## config.mk

```make
export PLATFORM = sky130hd
export DESIGN_NAME = zeroheti_irq_nest_ctrl
export DESIGN_NICKNAME = d
export VERILOG_FILES = /design/src/rtl/zeroheti_irq_nest_ctrl.sv
export SDC_FILE = /design/constraint.sdc
export NUM_CORES = 1
export LEC_CHECK = 0
export ABC_AREA = 0
export CELL_PAD_IN_SITES_DETAIL_PLACEMENT = 0
export CELL_PAD_IN_SITES_GLOBAL_PLACEMENT = 1
export CORE_MARGIN = 2
export CORE_UTILIZATION = 38
export CTS_CLUSTER_DIAMETER = 100
export DETAILED_ROUTE_END_ITERATION = 8
export GPL_ROUTABILITY_DRIVEN = 0
export PLACE_DENSITY = 0.92
export REMOVE_ABC_BUFFERS = 1
export SYNTH_ARGS = -nofsm -noshare
export SYNTH_HDL_FRONTEND = slang
export SYNTH_SLANG_ARGS = --single-unit
```

## constraint.sdc

```tcl
create_clock -name clk_i -period 4.15 [get_ports clk_i]
set_input_delay 0.83 -clock clk_i [delete_from_list [all_inputs] [get_ports clk_i]]
set_output_delay 0.83 -clock clk_i [all_outputs]
set_load 0.03 [all_outputs]
```

## src/rtl/zeroheti_irq_nest_ctrl.sv

```systemverilog
// Interrupt nesting controller between the IC and the core: level stack, request/ack sequencing.
// Optional statistics counters are built when ZEROHETI_NEST_STATS_EN is defined.
module zeroheti_irq_nest_ctrl #(
    parameter int unsigned NrIrqs     = 64,
    parameter int unsigned NrPrios    = 8,
    parameter int unsigned StackDepth = 4,
    localparam int unsigned IrqWidth  = $clog2(NrIrqs),
    localparam int unsigned PrioWidth = $clog2(NrPrios),
    localparam int unsigned DepthW    = $clog2(StackDepth + 1)
) (
    input  logic                 clk_i,
    input  logic                 rst_i,
    input  logic                 irq_valid_i,
    input  logic [IrqWidth-1:0]  irq_id_i,
    input  logic [PrioWidth-1:0] irq_level_i,
    output logic                 irq_ack_o,
    output logic [IrqWidth-1:0]  irq_ack_id_o,
    output logic                 irq_req_o,
    output logic [IrqWidth-1:0]  irq_id_o,
    output logic [PrioWidth-1:0] irq_level_o,
    input  logic                 irq_take_i,
    input  logic                 mret_i,
    output logic [PrioWidth-1:0] threshold_o,
    output logic [DepthW-1:0]    depth_o,
    output logic                 nest_full_o,
    output logic                 underflow_o,
    output logic [15:0]          stat_preempt_o,
    output logic [DepthW-1:0]    stat_maxdep_o
);

    typedef enum logic [1:0] {IDLE, PEND, ACK, GUARD} state_e;

    state_e               state_q, state_d;
    logic [IrqWidth-1:0]  cap_id_q, cap_id_d;
    logic [PrioWidth-1:0] cap_lvl_q, cap_lvl_d;
    logic                 req_q, req_d;
    logic                 ack_q, ack_d;
    logic [IrqWidth-1:0]  ack_id_q, ack_id_d;
    logic [PrioWidth-1:0] stack_q [StackDepth];
    logic [PrioWidth-1:0] stack_d [StackDepth];
    logic [DepthW-1:0]    depth_q, depth_d;
    logic                 underflow_q, underflow_d;

    logic [PrioWidth-1:0] top_lvl;
    logic                 full;
    logic                 pop;
    logic                 take_ok;

    // Top-of-stack mux; an empty stack reads as thread level 0.
    always_comb begin
        top_lvl = '0;
        for (int i = 0; i < StackDepth; i++) begin
            if (DepthW'(i + 1) == depth_q) begin
                top_lvl = stack_q[i];
            end
        end
    end

    assign full    = (depth_q == DepthW'(StackDepth));
    assign pop     = mret_i && (depth_q != '0);
    assign take_ok = (state_q == PEND) && irq_take_i && (!full || mret_i);

    always_comb begin
        state_d     = state_q;
        cap_id_d    = cap_id_q;
        cap_lvl_d   = cap_lvl_q;
        stack_d     = stack_q;
        depth_d     = depth_q;
        underflow_d = underflow_q | (mret_i && (depth_q == '0));

        unique case (state_q)
            IDLE: begin
                if (irq_valid_i && (irq_level_i > top_lvl) && !full) begin
                    state_d   = PEND;
                    cap_id_d  = irq_id_i;
                    cap_lvl_d = irq_level_i;
                end
            end
            PEND: begin
                if (take_ok) begin
                    state_d = ACK;
                end else if (!irq_valid_i) begin
                    state_d = IDLE;
                end else if ((irq_level_i > cap_lvl_q) || (irq_id_i != cap_id_q)) begin
                    cap_id_d  = irq_id_i;
                    cap_lvl_d = irq_level_i;
                end
            end
            ACK:     state_d = GUARD;
            GUARD:   state_d = IDLE;
            default: state_d = IDLE;
        endcase

        // Simultaneous take and mret overwrites the top entry instead of moving depth.
        for (int i = 0; i < StackDepth; i++) begin
            if (take_ok && (pop ? (DepthW'(i + 1) == depth_q) : (DepthW'(i) == depth_q))) begin
                stack_d[i] = cap_lvl_q;
            end
        end
        if (take_ok && !pop) begin
            depth_d = depth_q + DepthW'(1);
        end else if (!take_ok && pop) begin
            depth_d = depth_q - DepthW'(1);
        end

        req_d    = (state_d == PEND);
        ack_d    = (state_d == ACK);
        ack_id_d = (state_d == ACK) ? cap_id_q : '0;
    end

    always_ff @(posedge clk_i) begin
        if (rst_i) begin
            state_q     <= IDLE;
            cap_id_q    <= '0;
            cap_lvl_q   <= '0;
            req_q       <= 1'b0;
            ack_q       <= 1'b0;
            ack_id_q    <= '0;
            stack_q     <= '{default: '0};
            depth_q     <= '0;
            underflow_q <= 1'b0;
        end else begin
            state_q     <= state_d;
            cap_id_q    <= cap_id_d;
            cap_lvl_q   <= cap_lvl_d;
            req_q       <= req_d;
            ack_q       <= ack_d;
            ack_id_q    <= ack_id_d;
            stack_q     <= stack_d;
            depth_q     <= depth_d;
            underflow_q <= underflow_d;
        end
    end

    assign irq_req_o    = req_q;
    assign irq_id_o     = cap_id_q;
    assign irq_level_o  = cap_lvl_q;
    assign irq_ack_o    = ack_q;
    assign irq_ack_id_o = ack_id_q;
    assign threshold_o  = top_lvl;
    assign depth_o      = depth_q;
    assign nest_full_o  = full;
    assign underflow_o  = underflow_q;

`ifdef ZEROHETI_NEST_STATS_EN
    logic [15:0]       preempt_q, preempt_d;
    logic [DepthW-1:0] maxdep_q, maxdep_d;

    // A push counts as a preemption when some handler is already active.
    always_comb begin
        preempt_d = preempt_q;
        maxdep_d  = maxdep_q;
        if (take_ok && (depth_q != '0) && (preempt_q != 16'hFFFF)) begin
            preempt_d = preempt_q + 16'd1;
        end
        if (depth_d > maxdep_q) begin
            maxdep_d = depth_d;
        end
    end

    always_ff @(posedge clk_i) begin
        if (rst_i) begin
            preempt_q <= '0;
            maxdep_q  <= '0;
        end else begin
            preempt_q <= preempt_d;
            maxdep_q  <= maxdep_d;
        end
    end

    assign stat_preempt_o = preempt_q;
    assign stat_maxdep_o  = maxdep_q;
`else
    assign stat_preempt_o = '0;
    assign stat_maxdep_o  = '0;
`endif

endmodule

```

* After elaboration in Yosys (flattened, before gate mapping)
Index checks and enable logic that the tools add are counted.
Storage, ports and cells: register bits after elaboration 35, output and inout port bits 44, word-level logic and storage cells 81
Cells by class: add/sub/neg operators 2, $lt $le $gt $ge 2, eq/ne operators 15, muxes and demuxes 24, bitwise logic cells 2, reduce and logical (&&, ||, !) cells 24
Operators with widths (number):
- two-way mux 3 bit | 10
- two-way mux 6 bit | 4
- logical AND 1 bit | 12
- case mux 6 bit (2 select lines) | 1
- case mux 2 bit (4 select lines) | 1
- equality test 2 bit, second input constant | 3
- equality test 2 x 3 -> 1 bit, first input constant | 2
- greater-than comparator 3 bit | 2
- two-way mux 2 bit | 3
- inequality test 2 bit, second input constant | 3
- inequality test 6 bit | 1
- case mux 3 bit (2 select lines) | 1
- AND reduction 5 bit | 1
- equality test 2 x 1 -> 1 bit, second input constant | 2
- two-way mux 1 bit | 4
- nonzero test 2 bit | 2
- adder 3 x 1 -> 3 bit, second input constant | 1
- equality test 1 x 3 -> 1 bit, first input constant | 1
- equality test 3 bit, first input constant | 1
- equality test 3 bit, second input constant | 1
- zero test 1 bit | 3
- zero test 3 bit | 1
- nonzero test 3 bit | 1
- subtractor 3 x 1 -> 3 bit, second input constant | 1
- other kinds (6) | 7

* Logic depth before layout (Yosys ltp)
Gate-level depths: netlist (run 1).
word-level depth 13, mapped depth 14, depth with buffers taken out 13

* Worst setup path after synthesis (run 1)
Ideal clock, no wire load.
kind register to register, from register depth_q[2], in the netlist depth_o[2], to register cap_id_q[0], in the netlist irq_id_o[0], library setup time 0.072 ns, data arrival time 3.024 ns, slack 1.054 ns, stages on the path, launching flop included 12, path buffers 2, clock period less this slack 3.096 ns, path through dfxtp_1 buf_2 inv_1 ha_1 and2_1 a221o_1 ha_1 a311oi_1 nand3b_1 a221oi_2 buf_6 mux2i_1
Between the ends: cells in the longest elaborated chain, start to end 10
Ends and longest elaborated chain:
- from (decl) | line 41 | logic [DepthW-1:0] depth_q, depth_d;
- from (signal assigned) | line 130 | depth_q <= depth_d;
- equality test 1 x 3 -> 1 bit | line 53 | if (DepthW'(i + 1) == depth_q) begin
- two-way mux 3 bit (3 in series) | line 53
- two-way mux 3 bit (*) | line 53
- named net threshold_o[0] | line 23 | output logic [PrioWidth-1:0] threshold_o,
- greater-than comparator 3 bit (*) | line 73 | if (irq_valid_i && (irq_level_i > top_lvl) && !full) begin
- logical AND 1 bit (*) (2 in series) | line 73
- inequality test 2 bit (no source line) (*)
- AND reduction 5 bit (no source line) (*)
- to (signal assigned) | line 124 | cap_id_q <= cap_id_d;
- to (decl) | line 34 | logic [IrqWidth-1:0] cap_id_q, cap_id_d;
Mark *: on every way through the listed nets, which the timed path passes. The rest lies on a longest branch. A chain may end at the register's enable or synchronous reset.

* Worst setup path in the final report (run 1)
from register depth_q[2], in the netlist depth_o[2], to output threshold_o[0]
Between the ends: cells in the longest elaborated chain, start to end 5
Ends and longest elaborated chain (line):
- equality test 1 x 3 -> 1 bit | 53
- two-way mux 3 bit (3 in series) | 53
- two-way mux 3 bit (*) | 53
- to (decl) | 23
Every way passes the cells marked *; elsewhere a longest branch is shown, timed or not.

==> results of run 1 <==
[stage by stage]
step	util [%]	area, um^2	hold WS, ps	power, mW	worst slack [ps]
2_1_floorplan	-	1876	451.6	0.7733	690.7
3_3_place_gp	46.47	2359	469.9	0.9279	1136
3_5_place_dp	46.47	2359	469.8	0.9337	1082
4_1_cts	48.74	2474	489.7	1.254	839.3
5_1_grt	48.74	2474	539.2	1.319	720.3
6_report	48.74	2474	477.7	1.238	838.7
[area by class of cell]
cell class              instances  share of cell area [%]
multi-input cells             163                   45.83
flip-flops and latches         35                   28.33
repair buffers                 40                   15.98
well taps                      70                   3.541
clock buffers                   5                   2.782
clock inverters                 3                   1.872
inverters                      11                   1.669
[placed cells by master, fill, tap and decap left out, drive strengths merged]
cell / count
clkinvlp: 1
a21boi: 1
mux2i: 21
or2b: 1
nor3: 5
clkdlybuf4s50: 38
nor2: 19
nand2b: 19
a21oi: 11
and2: 7
bufinv: 1
nand2: 6
buf: 2
clkbuf: 5
nand4: 1
a221oi: 3
dfxtp: 35
ha: 13
o21a: 1
a311oi: 1
o21ai: 6
a211oi: 1
inv: 12
and3: 3
o211ai: 1
a221o: 3
xor2: 5
xnor2: 3
nand3b: 1
nor2b: 4
o31ai: 1
nor4: 1
conb: 19
nand3: 4
a211o: 2
[layer usage]
metal	global-route usage, %	vias to the layer above	share of wire, %	wire length, um
met5	0	-	0	0
met4	6.000	0	2.0	78
met3	3.199	4	4.4	172
met2	23.72	41	48	1877
met1	17.05	688	46	1818
li1	-	775	-	-
[worst max-delay path, delay by kind of cell (launching register included)]
family | cells | cell delay, ps
and+or+nand+nor | 1 | 220
buffers and inverters | 2 | 730
AOI/OAI and AO/OA | 1 | 350
adders and majority gates | 1 | 290
DFF | 1 | 620
[registers in the layout, summed over array words and instances (netlist names)]
signal,count
stack_q,12
irq_req_o,1
irq_level_o,3
irq_ack_id_o,6
irq_id_o,6
depth_o,3
irq_ack_o,1
underflow_o,1
state_q,2
[logic make-up after synthesis]
| family | Yosys count | synth area share, % |
|---|---|---|
| and+or+nand+nor | 71 | 19.51 |
| buffers and inverters | 36 | 10.86 |
| DFF | 35 | 35.35 |
| AOI/OAI and AO/OA | 31 | 11.74 |
| muxes | 21 | 10.61 |
| adders and majority gates | 13 | 8.207 |
| xor gates and xnor gates | 8 | 3.535 |
| other | 1 | 0.1892 |
[power by group through the flow]
stage	Combinational, mW	Clock [mW]	Sequential [mW]
global placement	0.484	0	0.444
CTS	0.493	0.324	0.437
finish	0.490	0.312	0.436
floorplan	0.276	0	0.497
detailed placement	0.489	0	0.444
global route	0.534	0.340	0.446
[worst paths after layout]
check | cells past startpoint | slack [ps] | start | to
worst min register to register | 2 | 480 | underflow_o | underflow_o
worst min-delay path | 2 | 480 | underflow_o | underflow_o
worst max register to register | 10 | 1070 | depth_o[2] | irq_id_o[2]
worst max-delay path | 5 | 840 | depth_o[2] | threshold_o[0]
==> results.yml, run 1 <==
global_routing:
  overflow: 0
  antenna_found_initial: 0
  grt_max_degree: 21
  grt_pass1_wl_um: 6575
  grt_usage_pct: 14.01
  grt_pass1_vias: 1415
finish:
  multi_input_area_um2: 1134
  fin_cells: 327
  syn2layout_area_growth_pct: 24.81
  final_nets: 283
  drive_above_1_share_pct: 7.004
  regArea_um2: 700.7
  n_fill_cell: 519
  diodes: 0
route:
  drt_first_iter_violations: 33
  viasPerCell: 4.612
  drt_first_pass_iters: 4
  wl_um: 3946
  num_vias: 1508
  remaining_drc_errors: 0
  post_drt_wl_per_cell_um: 12.07
  ant_nets: 0
clock_network:
  cts_resized: 0
  clk_path_buf_depth: 2
  cts_setup_buffers: 0
  cts_buffers: 5
  cts_hold_buffers: 0
  cts_tree: "yes"
  htreeDepth: 2
  path_clk_slew_ps: 70
  cts.sinks: 35
  root_buffer: "clkbuf_8"
  insertion_delay_ps: 290
logic_synthesis:
  syn_area_per_cell_um2: 9.175
  synth_area_um2: 1982
  yosysWarnings: 0
  synthDominantCellAreaShare_pct: 35.35
  synth_seq_cells: 35
  async_flop_share_pct: 0
  synthFlopType: "dfxtp_1"
  yosys.area.top_type: "dfxtp_1"
  synth_edf_count: 0
  synth_most_common_cell: "dfxtp_1"
  ys_seq_area_share_pct: 35.35
  synth_top_cells_by_count: "dfxtp_1, mux2i_1, buf_4, nand2b_1, nor2_1"
  synthDistinctLibCells: 41
  synthCells: 216
  netlist_top_cells_area: "dfxtp_1, mux2i_1, ha_1"
job:
  maxCapViolCount: 0
pwr:
  p_seq_share_pct: 35.2
  p_clk_share_pct: 25.2
  intPower_mw: 0.7595
  switching_share_pct: 38.63
  p_leak_nw: 0.9812
  switchingPower_mw: 0.4780
  combPwrFrac_pct: 39.6
  power_density_nw_per_um2: 500.3
  ir_drop_mv: 0.2794
critical_path:
  worstSetupStartpointType: "flip-flop"
  cp_slowest_cell: "dfxtp_1"
  required_ps: 3320
  cp_max_fo: 12
  path_class: "reg2out"
  endpoint_kind: "output port"
  cp_cell_sequence: "inv_1 -> ha_1 -> and2_1 -> a221o_1 -> clkdlybuf4s50_1"
  cpPeakStageDelay_ps: 620
  arrival_ps: 2480
placed_design:
  place_hpwl_um: 3052
  port-buffer-count: 38
  place_inst: 319
sta:
  finalMaxSlewViolations: 0
  setup_viol: 0
  period_share_pct: 79.79
  fin_skew_ps: 12.46
  slew_headroom_pct: 55.27
  rsz0062_at_grt: "no"
  finalCriticalPeriod_ps: 3311
  fmax_mhz: 302.0
  tightest_slew_ps: 668.8
  finalSetupTns_ps: 0
  final_hold_viol_count: 0
floorplanning:
  die_width_um: 76.22
  initial_core_util_pct: 39.05
  core_um2: 5075
  pin_count: 58
  chipHeight_um: 76.22
  die-area_um2: 5809
  num_rows: 26
run_status:
  outcome: "complete, no violations"
min_path:
  hold_path.class: "reg2reg"
No activity file was read; power rests on OpenSTA's default activity.
==> run 2, diff against run 1 <==
CORE_UTILIZATION = 32   (was 38)
PLACE_DENSITY = 0.84   (was 0.92)
clock period = 2.9 ns   (was 4.15 ns; I/O delays follow)
==> results.yml, run 2 (same netlist as run 1, synthesis figures left out) <==
critical_path:
  arrival_ps: 3020
  cp_slowest_cell: "dfxtp_4"
  worstSetupStartpointType: "flip-flop"
  cp_cell_sequence: "ha_1 -> ha_4 -> and2_4 -> a221o_1 -> ha_1 -> a311oi_2 -> nand3b_1 -> a221oi_2 -> buf_4 -> mux2i_2"
  required_ps: 3120
  cp_max_fo: 6
  cpPeakStageDelay_ps: 380
  crit_path_frequent_cell: "ha_1"
  endpoint_kind: "flip-flop"
  path_class: "reg2reg"
clock_network:
  cts_tree: "yes"
  root_buffer: "clkbuf_8"
  clk_path_buf_depth: 2
  htreeDepth: 2
  path_clk_slew_ps: 80
  insertion_delay_ps: 290
  cts_hold_buffers: 0
  cts.sinks: 35
  cts_buffers: 5
finish:
  final_cell_mix: "clkdlybuf4s50_1, dfxtp_1, mux2i_1"
  final_area_um2: 2592
  final_common_cell: "clkdlybuf4s50_1"
  top_register: "stack_q"
  diodes: 0
  drive_above_1_share_pct: 16.35
  syn2layout_area_growth_pct: 30.81
  final_nets: 289
  largest_register_ffs: 12
floorplanning:
  core_um2: 5956
  die_width_um: 82.70
  initial_core_util_pct: 33.28
  die-area_um2: 6839
  chipHeight_um: 82.70
  pin_count: 58
  num_rows: 28
pwr:
  ir_drop_mv: 0.3744
  power_density_nw_per_um2: 694.7
  finalPower_mw: 1.801
  p_leak_nw: 1.031
sta:
  final_hold_viol_count: 0
  finalCriticalPeriod_ps: 2795
  rsz0062_at_grt: "no"
  period_share_pct: 96.37
  setup_viol: 0
  fmax_mhz: 357.8
  setup_slack_ps: 105.2
  fin_skew_ps: 8.406
  finalMaxSlewViolations: 0
placed_design:
  place_ws_ps: -25.23
  dpl-instance-area_um2: 2410
  port-buffer-count: 38
  place_hpwl_um: 3129
route:
  viasPerCell: 4.627
  remaining_drc_errors: 0
  ant_nets: 0
  num_vias: 1564
  drt_first_iter_violations: 59
  drt_first_pass_iters: 4
  wl_um: 4279
  post_drt_wl_per_cell_um: 12.66
run_status:
  outcome: "complete, no violations"
global_routing:
  antenna_found_initial: 0
  grt_max_degree: 37
  grt_usage_pct: 13.57
  overflow: 0
  grt_pass1_wl_um: 7017
  grt_pass1_vias: 1483
job:
  maxCapViolCount: 0
min_path:
  hold_path.class: "reg2reg"
-- run 2: cell count changes in the layout (fill, tap and decap cells not counted), moves of 3 or more --
| cell | change |
|---|---|
| ha_4 | +3 |
| clkdlybuf4s50_1 | -3 |
| ha_1 | -4 |
| inv_1 | -3 |
| buf_4 | +6 |
| dlygate4sd2_1 | +3 |
-- run 2: cell type report --
cell class	count	area, um^2
tap	75	93.84
timing repair buffer	46	436.7
fill	594	3363
clock buffer	5	68.82
inverter	11	43.79
sequential	35	708.2
clock inverter	3	20.02
multi-input combinational	163	1221
-- run 2: power breakdown --
group,total (mW),internal (mW),switching (mW)
Combinational,0.829,0.348,0.481
Sequential,0.612,0.544,0.0684
Clock,0.359,0.167,0.192
-- run 2: worst max-delay path: cells and delay by family, from the launching register on --
kind	cells	cell delay (ps)
AO/OA/AOI/OAI	3	890
AND/OR/NAND/NOR	2	290
adder cells (fa/ha/maj)	3	730
flip-flops	1	380
multiplexers	1	210
buffers and inverters	1	220
-- run 2: stage by stage --
stage / setup TNS (ps) / cells / utilization, % / hold WS, ps
detailed placement: -75.95 / 330 / 40.46 / 471.5
floorplan: -5033 / 209 / - / 451.6
CTS: 0 / 338 / 42.00 / 493.5
global route: 0 / 338 / 43.53 / 533.5
finish: 0 / 338 / 43.53 / 491.2
global placement: 0 / 330 / 40.46 / 468.1
-- run 2: worst paths after layout --
kind	start	to	slack (ps)	cells past startpoint
worst max-delay path	depth_o[0]	irq_id_o[5]	110	10
worst max register to register	depth_o[0]	irq_id_o[5]	110	10
worst min-delay path	underflow_o	underflow_o	490	2
worst min register to register	underflow_o	underflow_o	490	2
-- run 2: per-layer routing --
| layer | track usage (%) | vias to the layer above | wire (um) |
|---|---|---|---|
| li1 | - | 794 | - |
| met5 | 0 | - | 0 |
| met1 | 16.84 | 721 | 2015 |
| met2 | 22.42 | 42 | 1942 |
| met3 | 3.478 | 7 | 252 |
| met4 | 5.410 | 0 | 69 |
-- run 2: repair_timing --
| action | 4_1_cts | 5_1_grt |
|---|---|---|
| pin swaps | 0 | 5 |
| resized for setup | 4 | 25 |
| endpoints found under the setup margin | 9 | 15 |
| setup buffers | 0 | 0 |
==> run 3, diff against run 2 <==
CORE_UTILIZATION = 35   (was 32)
DONT_BUFFER_PORTS = 1   (was unset)
PLACE_DENSITY = 0.71   (was 0.84)
==> results.yml, run 3 (same netlist as run 1, synthesis figures left out) <==
min_path:
  hold_path.class: "in2reg"
finish:
  fin_util_pct: 41.50
  syn2layout_area_growth_pct: 14.58
  diodes: 0
  final_cell_mix: "dfxtp_1, mux2i_1, nor2_1, nand2b_1, conb_1"
  top_register: "stack_q"
  largest_register_ffs: 12
  final_common_cell: "dfxtp_1"
  final_nets: 257
  drive_above_1_share_pct: 18.61
floorplanning:
  die_width_um: 79.25
  initial_core_util_pct: 36.21
  num_rows: 27
  die-area_um2: 6281
  chipHeight_um: 79.25
  pin_count: 58
  core_um2: 5473
critical_path:
  required_ps: 3120
  endpoint_kind: "flip-flop"
  arrival_ps: 2950
  path_class: "reg2reg"
  worstSetupStartpointType: "flip-flop"
  cp_max_fo: 4
route:
  drt_first_pass_iters: 4
  num_vias: 1425
  remaining_drc_errors: 0
  wl_um: 3984
  viasPerCell: 4.703
  ant_nets: 0
  post_drt_wl_per_cell_um: 13.15
  drt_first_iter_violations: 79
sta:
  rsz0062_at_grt: "no"
  setup_viol: 0
  finalCriticalPeriod_ps: 2732
  setup_slack_ps: 167.6
  fmax_mhz: 366.0
  final_hold_viol_count: 0
  finalMaxSlewViolations: 0
  period_share_pct: 94.22
  fin_skew_ps: 9.686
clock_network:
  insertion_delay_ps: 290
  cts_hold_buffers: 0
  path_clk_slew_ps: 80
  clk_path_buf_depth: 2
  htreeDepth: 2
  root_buffer: "clkbuf_8"
  cts_buffers: 5
  cts_tree: "yes"
  cts.sinks: 35
placed_design:
  place_hpwl_um: 2952
  port-buffer-count: 0
  place_ws_ps: 19.61
pwr:
  power_density_nw_per_um2: 758.6
  ir_drop_mv: 0.2016
  p_leak_nw: 0.9154
global_routing:
  grt_usage_pct: 12.36
  grt_pass1_vias: 1237
  antenna_found_initial: 0
  grt_max_degree: 38
  grt_pass1_wl_um: 6044
  overflow: 0
run_status:
  outcome: "complete, no violations"
job:
  maxCapViolCount: 0
==> run 3: cell type report <==
cell class / instances / area (um^2)
Fill cell: 570 / 3202
Multi-Input combinational cell: 163 / 1220
Sequential cell: 35 / 708.2
Timing Repair Buffer: 14 / 108.9
Clock buffer: 8 / 100.1
Tap cell: 72 / 90.09
Inverter: 11 / 43.79
==> run 3: metal layers <==
layer	GRT usage [%]	share of wire (%)	routed length [um]	up-vias
li1	-	-	-	727
met1	15.92	47	1872	649
met2	18.64	45	1781	45
met3	4.773	7.7	305	4
met4	4.655	0.63	25	0
met5	0	0	0	-
==> run 3: final timing paths <==
kind / startpoint / to / slack (ps) / cells after the start
worst max-delay path: depth_o[0] / irq_id_o[2] / 170 / 13
worst min register to register: stack_q[9] / stack_q[9] / 490 / 2
worst max register to register: depth_o[0] / irq_id_o[2] / 170 / 13
worst min-delay path: rst_i / depth_o[0] / 340 / 1
==> run 3: stage by stage <==
stage | setup TNS, ps | hold WS, ps | instance area, um^2 | total power, mW | cells
2_1_floorplan | -5033 | 451.6 | 1876 | 1.107 | 209
3_3_place_gp | 0 | 466.9 | 2056 | 1.272 | 293
3_5_place_dp | 0 | 478.6 | 2056 | 1.274 | 293
4_1_cts | 0 | 348.0 | 2162 | 1.672 | 301
5_1_grt | 0 | 334.1 | 2271 | 1.824 | 303
6_report | 0 | 344.9 | 2271 | 1.723 | 303
==> run 3: critical path: stages, from the launching register on <==
cell and delay (ps):
dfxtp_4 380, inv_4 70, ha_4 130, inv_1 50, and3_1 170, a21oi_1 110, nor3_1 60, a221o_1 320
ha_4 240, a311oi_4 290, nand3b_1 130, a221oi_2 330, buf_4 210, mux2i_1 170
==> run 3: power by group <==
| part | total (mW) | internal [mW] | leakage [nW] | switching [mW] |
|---|---|---|---|---|
| Combinational | 0.679 | 0.272 | 0.578 | 0.408 |
| Sequential | 0.653 | 0.544 | 0.286 | 0.108 |
| Clock | 0.391 | 0.217 | 0.0515 | 0.174 |
==> run 3: repair_timing <==
item | CTS | global route
setup buffers | 0 | 1
pin swaps | 0 | 5
gates cloned | 0 | 1
endpoints found under the setup margin | 9 | 16
resized for setup | 1 | 24
